===== src/rtl/pcw_video_fetch.sv =====
// Per-line video fetch: reads the roller RAM entry, prefetches screen bytes into a
// small FIFO and shifts them out MSB-first as a 1bpp mono pixel stream.
module pcw_video_fetch #(
  parameter int unsigned FIFO_DEPTH = 4,
  parameter int unsigned LINE_BYTES = 90
) (
  input  logic        i_clk,
  input  logic        i_rst,
  input  logic        i_pix_stb,
  input  logic        i_linestart,
  input  logic        i_active,
  input  logic        i_vblank,
  input  logic [10:0] i_x,
  input  logic [8:0]  i_y,
  input  logic [16:0] i_roller_base,
  input  logic [7:0]  i_scroll,
  input  logic        i_invert,
  input  logic        i_disp_en,
  output logic        o_mem_req,
  output logic [16:0] o_mem_addr,
  input  logic        i_mem_ack,
  input  logic [7:0]  i_mem_data,
  output logic        o_pixel,
  output logic        o_underrun
);

  localparam int unsigned PW = $clog2(FIFO_DEPTH);
  localparam int unsigned CW = $clog2(LINE_BYTES + 1);

  typedef enum logic [2:0] {IDLE, ROLL_LO, ROLL_HI, FETCH, DRAIN} state_t;

  state_t        state, state_d;
  logic [7:0]    fifo [FIFO_DEPTH];
  logic [PW-1:0] rd_ptr, wr_ptr;
  logic [PW:0]   count, fill_after;
  logic [CW-1:0] col, col_d;
  logic [7:0]    roll_lo;
  logic [16:0]   line_base, roll_addr, roll_now;
  logic          restart, restart_d;
  logic          req_d;
  logic [16:0]   addr_d;
  logic          flush, push, pop, lo_ld, base_ld;
  logic          line_start, ack, pending, slot0;
  logic [7:0]    sh, sh_d, sum8;
  logic          pix, underrun_set;
  logic          unused;

  assign unused     = ^{i_x[10:3], i_y[8]};
  assign line_start = i_pix_stb & i_linestart;
  assign ack        = o_mem_req & i_mem_ack;
  assign pending    = o_mem_req & ~i_mem_ack;
  assign sum8       = i_y[7:0] + i_scroll;
  assign roll_now   = i_roller_base + {8'd0, sum8, 1'b0};

  assign slot0        = i_pix_stb & i_active & (i_x[2:0] == 3'd0);
  assign pop          = slot0 & (count != '0);
  assign underrun_set = slot0 & (count == '0);

  always_comb begin
    pix  = sh[7];
    sh_d = sh;
    if (i_pix_stb && i_active) begin
      if (i_x[2:0] == 3'd0) begin
        if (count != '0) begin
          pix  = fifo[rd_ptr][7];
          sh_d = {fifo[rd_ptr][6:0], 1'b0};
        end else begin
          pix  = 1'b0;
          sh_d = '0;
        end
      end else begin
        sh_d = {sh[6:0], 1'b0};
      end
    end
  end

  // Linestart has priority over every state; mid-line restarts go through DRAIN
  // so the outstanding read is retired (and its data dropped) before the roller read.
  always_comb begin
    state_d    = state;
    req_d      = o_mem_req;
    addr_d     = o_mem_addr;
    col_d      = col;
    restart_d  = restart;
    flush      = 1'b0;
    push       = 1'b0;
    lo_ld      = 1'b0;
    base_ld    = 1'b0;
    fill_after = count - (PW+1)'(pop);
    if (line_start) begin
      if (i_vblank) begin
        flush     = 1'b1;
        restart_d = 1'b0;
        if (pending) begin
          state_d = DRAIN;
        end else begin
          state_d = IDLE;
          req_d   = 1'b0;
        end
      end else if (state == IDLE) begin
        flush   = 1'b1;
        col_d   = '0;
        state_d = ROLL_LO;
        req_d   = 1'b1;
        addr_d  = roll_now;
      end else begin
        restart_d = 1'b1;
        state_d   = DRAIN;
        if (!pending) req_d = 1'b0;
      end
    end else begin
      case (state)
        IDLE: req_d = 1'b0;
        ROLL_LO: begin
          if (ack) begin
            lo_ld   = 1'b1;
            state_d = ROLL_HI;
            addr_d  = roll_addr + 17'd1;
          end
        end
        ROLL_HI: begin
          if (ack) begin
            base_ld = 1'b1;
            col_d   = '0;
            state_d = FETCH;
            addr_d  = {i_mem_data, roll_lo, 1'b0};
          end
        end
        FETCH: begin
          if (ack) begin
            push       = 1'b1;
            col_d      = col + CW'(1);
            fill_after = count - (PW+1)'(pop) + (PW+1)'(1);
          end
          if (pending) begin
            req_d = 1'b1;
          end else if (col_d == CW'(LINE_BYTES)) begin
            state_d = IDLE;
            req_d   = 1'b0;
          end else if (fill_after < (PW+1)'(FIFO_DEPTH)) begin
            req_d  = 1'b1;
            addr_d = line_base + 17'({col_d, 3'b000});
          end else begin
            req_d = 1'b0;
          end
        end
        DRAIN: begin
          if (!pending) begin
            if (restart) begin
              flush   = 1'b1;
              col_d   = '0;
              state_d = ROLL_LO;
              req_d   = 1'b1;
              addr_d  = roll_addr;
            end else begin
              state_d = IDLE;
              req_d   = 1'b0;
            end
          end
        end
        default: begin
          state_d = IDLE;
          req_d   = 1'b0;
        end
      endcase
    end
  end

  always_ff @(posedge i_clk or posedge i_rst) begin
    if (i_rst) begin
      state      <= IDLE;
      o_mem_req  <= 1'b0;
      o_mem_addr <= '0;
      col        <= '0;
      restart    <= 1'b0;
      roll_lo    <= '0;
      line_base  <= '0;
      roll_addr  <= '0;
    end else begin
      state      <= state_d;
      o_mem_req  <= req_d;
      o_mem_addr <= addr_d;
      col        <= col_d;
      restart    <= restart_d;
      if (line_start) roll_addr <= roll_now;
      if (lo_ld) roll_lo <= i_mem_data;
      if (base_ld) line_base <= {i_mem_data, roll_lo, 1'b0};
    end
  end

  always_ff @(posedge i_clk or posedge i_rst) begin
    if (i_rst) begin
      rd_ptr <= '0;
      wr_ptr <= '0;
      count  <= '0;
    end else begin
      assert (!(push && !flush && count == (PW+1)'(FIFO_DEPTH)));
      if (flush) begin
        rd_ptr <= '0;
        wr_ptr <= '0;
        count  <= '0;
      end else begin
        if (push) wr_ptr <= wr_ptr + PW'(1);
        if (pop)  rd_ptr <= rd_ptr + PW'(1);
        count <= count + (PW+1)'(push) - (PW+1)'(pop);
      end
    end
  end

  always_ff @(posedge i_clk) begin
    if (push && !flush) fifo[wr_ptr] <= i_mem_data;
  end

  always_ff @(posedge i_clk or posedge i_rst) begin
    if (i_rst) begin
      sh         <= '0;
      o_pixel    <= 1'b0;
      o_underrun <= 1'b0;
    end else begin
      sh <= sh_d;
      if (i_pix_stb) o_pixel <= i_active ? ((pix ^ i_invert) & i_disp_en) : 1'b0;
      if (underrun_set) o_underrun <= 1'b1;
    end
  end

endmodule


===== config.mk =====
export PLATFORM = sky130hd
export DESIGN_NAME = pcw_video_fetch
export DESIGN_NICKNAME = d
export VERILOG_FILES = /design/src/rtl/pcw_video_fetch.sv
export SDC_FILE = /design/constraint.sdc
export NUM_CORES = 1
export LEC_CHECK = 0
export CAP_MARGIN = 40
export CORE_UTILIZATION = 33
export CTS_CLUSTER_DIAMETER = 40
export DETAILED_ROUTE_END_ITERATION = 10
export GPL_TIMING_DRIVEN = 0
export PLACE_DENSITY = 0.48
export SYNTH_ARGS = -nofsm -noshare
export SYNTH_HDL_FRONTEND = slang
export SYNTH_SLANG_ARGS = --single-unit

===== constraint.sdc =====
create_clock -name i_clk -period 5.2 [get_ports i_clk]
set_input_delay 1.04 -clock i_clk [delete_from_list [all_inputs] [get_ports i_clk]]
set_output_delay 1.04 -clock i_clk [all_outputs]
set_load 0.03 [all_outputs]

==> flow_metrics.env <==
export IMPL_finalNonFillerCells=1131
export IMPL_seqPwrFrac=0.310
export IMPL_nets=937
export IMPL_die_area_sq_um=23200
export IMPL_grt_pass1_vias=6214
export IMPL_tns_ns=0
export IMPL_fmax_ghz=0.224
export IMPL_start_util=0.339
export IMPL_pwr_share_clk=0.261
export IMPL_power_leakage_uw=0.00371
export IMPL_numCtsBuffers=17
export IMPL_synthToLayoutAreaGrowth_pct=22.8
export IMPL_synth_edff_count=32
export IMPL_syn_inst=744
export IMPL_synth_area_top_cells="dfrtp_1, edfxtp_1, ha_1, mux2_2, nand2_1"
export IMPL_cts_hold_buffers=0
export IMPL_power_internal_uw=2780
export IMPL_status="finished with violations"
export IMPL_gp_congestion=0.842
export IMPL_ys_warn_count=0
export IMPL_p_sw_frac=0.387
export IMPL_port_buffer_count=72
export IMPL_grt_pass1_wl_um=34300
export IMPL_ys_async_sr_fraction=0.729
export IMPL_post_route_cells_drive_above_1_share=0.114
export IMPL_hold_violations=0
export IMPL_yosysSeqAreaShare=0.418
export IMPL_worstPathRequired_ns=5.51
export IMPL_placed_area_sq_um=8560
export IMPL_die_w_um=152
export IMPL_cp_arrival_ns=4.76
export IMPL_p_total_uw=4530
export IMPL_dp_hpwl_um=16000
export IMPL_synth_distinct_cells=74
export IMPL_power_density_nw_per_um2=495
export IMPL_rows=54
export IMPL_cp_start_kind="primary input"
export IMPL_dr_total_vias=6155
export IMPL_final_common_cell="dfrtp_1"
export IMPL_antenna_found_initial=0
export IMPL_htree_levels=4
export IMPL_cts_sinks=118
export IMPL_dpl_cell_count=1099
export IMPL_maxSlewViolCount=0
export IMPL_vias_per_cell=5.44
export IMPL_syn_area_sq_um=7450
export IMPL_combPwrFrac=0.429
export IMPL_setup_viol=0
export IMPL_synth_top_cell_area_share=0.289
export IMPL_p_switching_uw=1750
export IMPL_cts_reportedPaths_clkPinSlew_ns=0.06
export IMPL_antenna_cells=0
export IMPL_grt_max_degree=60
export IMPL_critical_path_class="in -> reg"
export IMPL_final_cell_mix="dfrtp_1, nand2_1, clkdlybuf4s50_1, nor2_1, o21ai_0"
export IMPL_top_level_ports=82
export IMPL_grt_overflow_total=0
export IMPL_wl_per_cell_um=18.8
export IMPL_core_sq_um=22000
export IMPL_ant_nets=0
export IMPL_wl_um=21200
export IMPL_drc_errors=1
export IMPL_insertion_delay_ns=0.42
export IMPL_final_area_sq_um=9150
export IMPL_violations="design-rule violations"
export IMPL_endpoint_kind="register"
export IMPL_first_pass_iters=8
export IMPL_synth_seq_cells=118
export IMPL_syn_area_per_cell_sq_um=10.0
export IMPL_synth_top_area_cell="dfrtp_1"
export IMPL_fin_worst_skew_ns=0.00915
export IMPL_fp_dieH_um=152
export IMPL_rsz0062_at_grt="false"
export IMPL_synth_main_ff_cell="dfrtp_1"
export IMPL_cts_root_buffer="clkbuf_16"
export IMPL_period_needed_ns=4.45
export IMPL_clockBufferDepth=2
export IMPL_syn_num_nets=843
export IMPL_post_route_period_util=0.857
export IMPL_maxCapViolations=0
export IMPL_vdd_drop_max_uv=193
export IMPL_postCtsSetupBuffers=0
export IMPL_cts_tree="built"
export IMPL_drt_iter0_drc=378
export IMPL_timing_slew_headroom=0.433
export IMPL_ctsResizeCount=0
export IMPL_grt_total_usage=0.191
export IMPL_hp_class="reg -> reg"
export IMPL_cp_max_fo=10
export IMPL_worstMarginPinSlew_ns=0.844
==> power groups by stage <==
stage	logic [uW]	registers (uW)	clock network (uW)
2_1_floorplan	1210	1510	0
5_1_grt	2140	1440	1250
3_3_place_gp	1920	1410	0
6_report	1950	1410	1180
4_1_cts	1960	1400	1200
3_5_place_dp	1950	1420	0
==> layer usage <==
| layer | global-route usage | wire length, um |
|---|---|---|
| met2 | 0.337 | 10700 |
| met5 | 0 | 0 |
| met1 | 0.236 | 9130 |
| met4 | 0.0612 | 267 |
| met3 | 0.0324 | 1070 |
==> area by class of cell <==
| class | count | area, sq um |
|---|---|---|
| well taps | 280 | 350 |
| fillers | 2099 | 12800 |
| clock inverters | 14 | 149 |
| repair buffers | 75 | 758 |
| multi-input cells | 556 | 4030 |
| plain buffers | 34 | 171 |
| inverters | 36 | 138 |
| clock buffers | 18 | 439 |
| flip-flops and latches | 118 | 3110 |
==> path summary, 6_finish.rpt <==
kind	startpoint	to	slack (ns)	cells past startpoint
max	i_mem_ack	o_mem_addr[14]	0.75	13
min	o_underrun	o_underrun	0.46	1
max reg2reg	o_mem_req	o_mem_addr[14]	1.55	13
min reg2reg	o_underrun	o_underrun	0.46	1
max in group asynchronous	i_rst	line_base[16]	3.59	3
min in group asynchronous	i_rst	col[3]	0.97	2
==> Yosys cell counts (all sizes together), types with 12 or more instances <==
| cell type | count |
|---|---|
| ha | 33 |
| mux2 | 41 |
| dfrtp | 86 |
| nand4 | 12 |
| nor2 | 49 |
| nand2 | 76 |
| clkbuf | 23 |
| nor3 | 15 |
| a21oi | 35 |
| o21ai | 44 |
| nand3 | 20 |
| edfxtp | 32 |
| inv | 36 |
| xnor2 | 28 |
==> worst max-delay path, cell delays in order <==
cell and delay, ns:
clkdlybuf4s50_1 0.63, and2_1 0.20, clkbuf_1 0.38, nand4_1 0.17, xnor2_1 0.28, inv_1 0.11
ha_1 0.35, o211ai_1 0.10, o21ai_1 0.55, o21a_1 0.21, o211ai_1 0.13, a221o_1 0.34
mux2_2 0.26
==> stage by stage <==
step	setup slack [ns]	utilization	hold WS [ns]
2_1_floorplan	1.34	-	0.450
3_3_place_gp	0.295	0.388	0.437
3_5_place_dp	0.285	0.390	0.452
4_1_cts	0.731	0.417	0.464
5_1_grt	0.456	0.417	0.490
6_report	0.745	0.417	0.462
==> sequential cells by signal, indices dropped and copies added, names as in the netlist, 3 cells and up <==
name / cells
line_base: 16
col: 7
roll_lo: 8
roll_addr: 17
fifo: 32
count: 3
o_mem_addr: 17
state: 3
sh: 7
==> logic make-up after synthesis <==
| group | count (synthesis) | synth area share |
|---|---|---|
| multiplexers | 54 | 0.0969 |
| AND/OR/NAND/NOR | 237 | 0.158 |
| adder cells (fa/ha/maj) | 37 | 0.0662 |
| AO/OA/AOI/OAI | 191 | 0.177 |
| buffers and inverters | 70 | 0.0411 |
| XOR/XNOR | 37 | 0.0435 |
| flip-flops | 118 | 0.418 |
(Power assumes the default switching activity.)
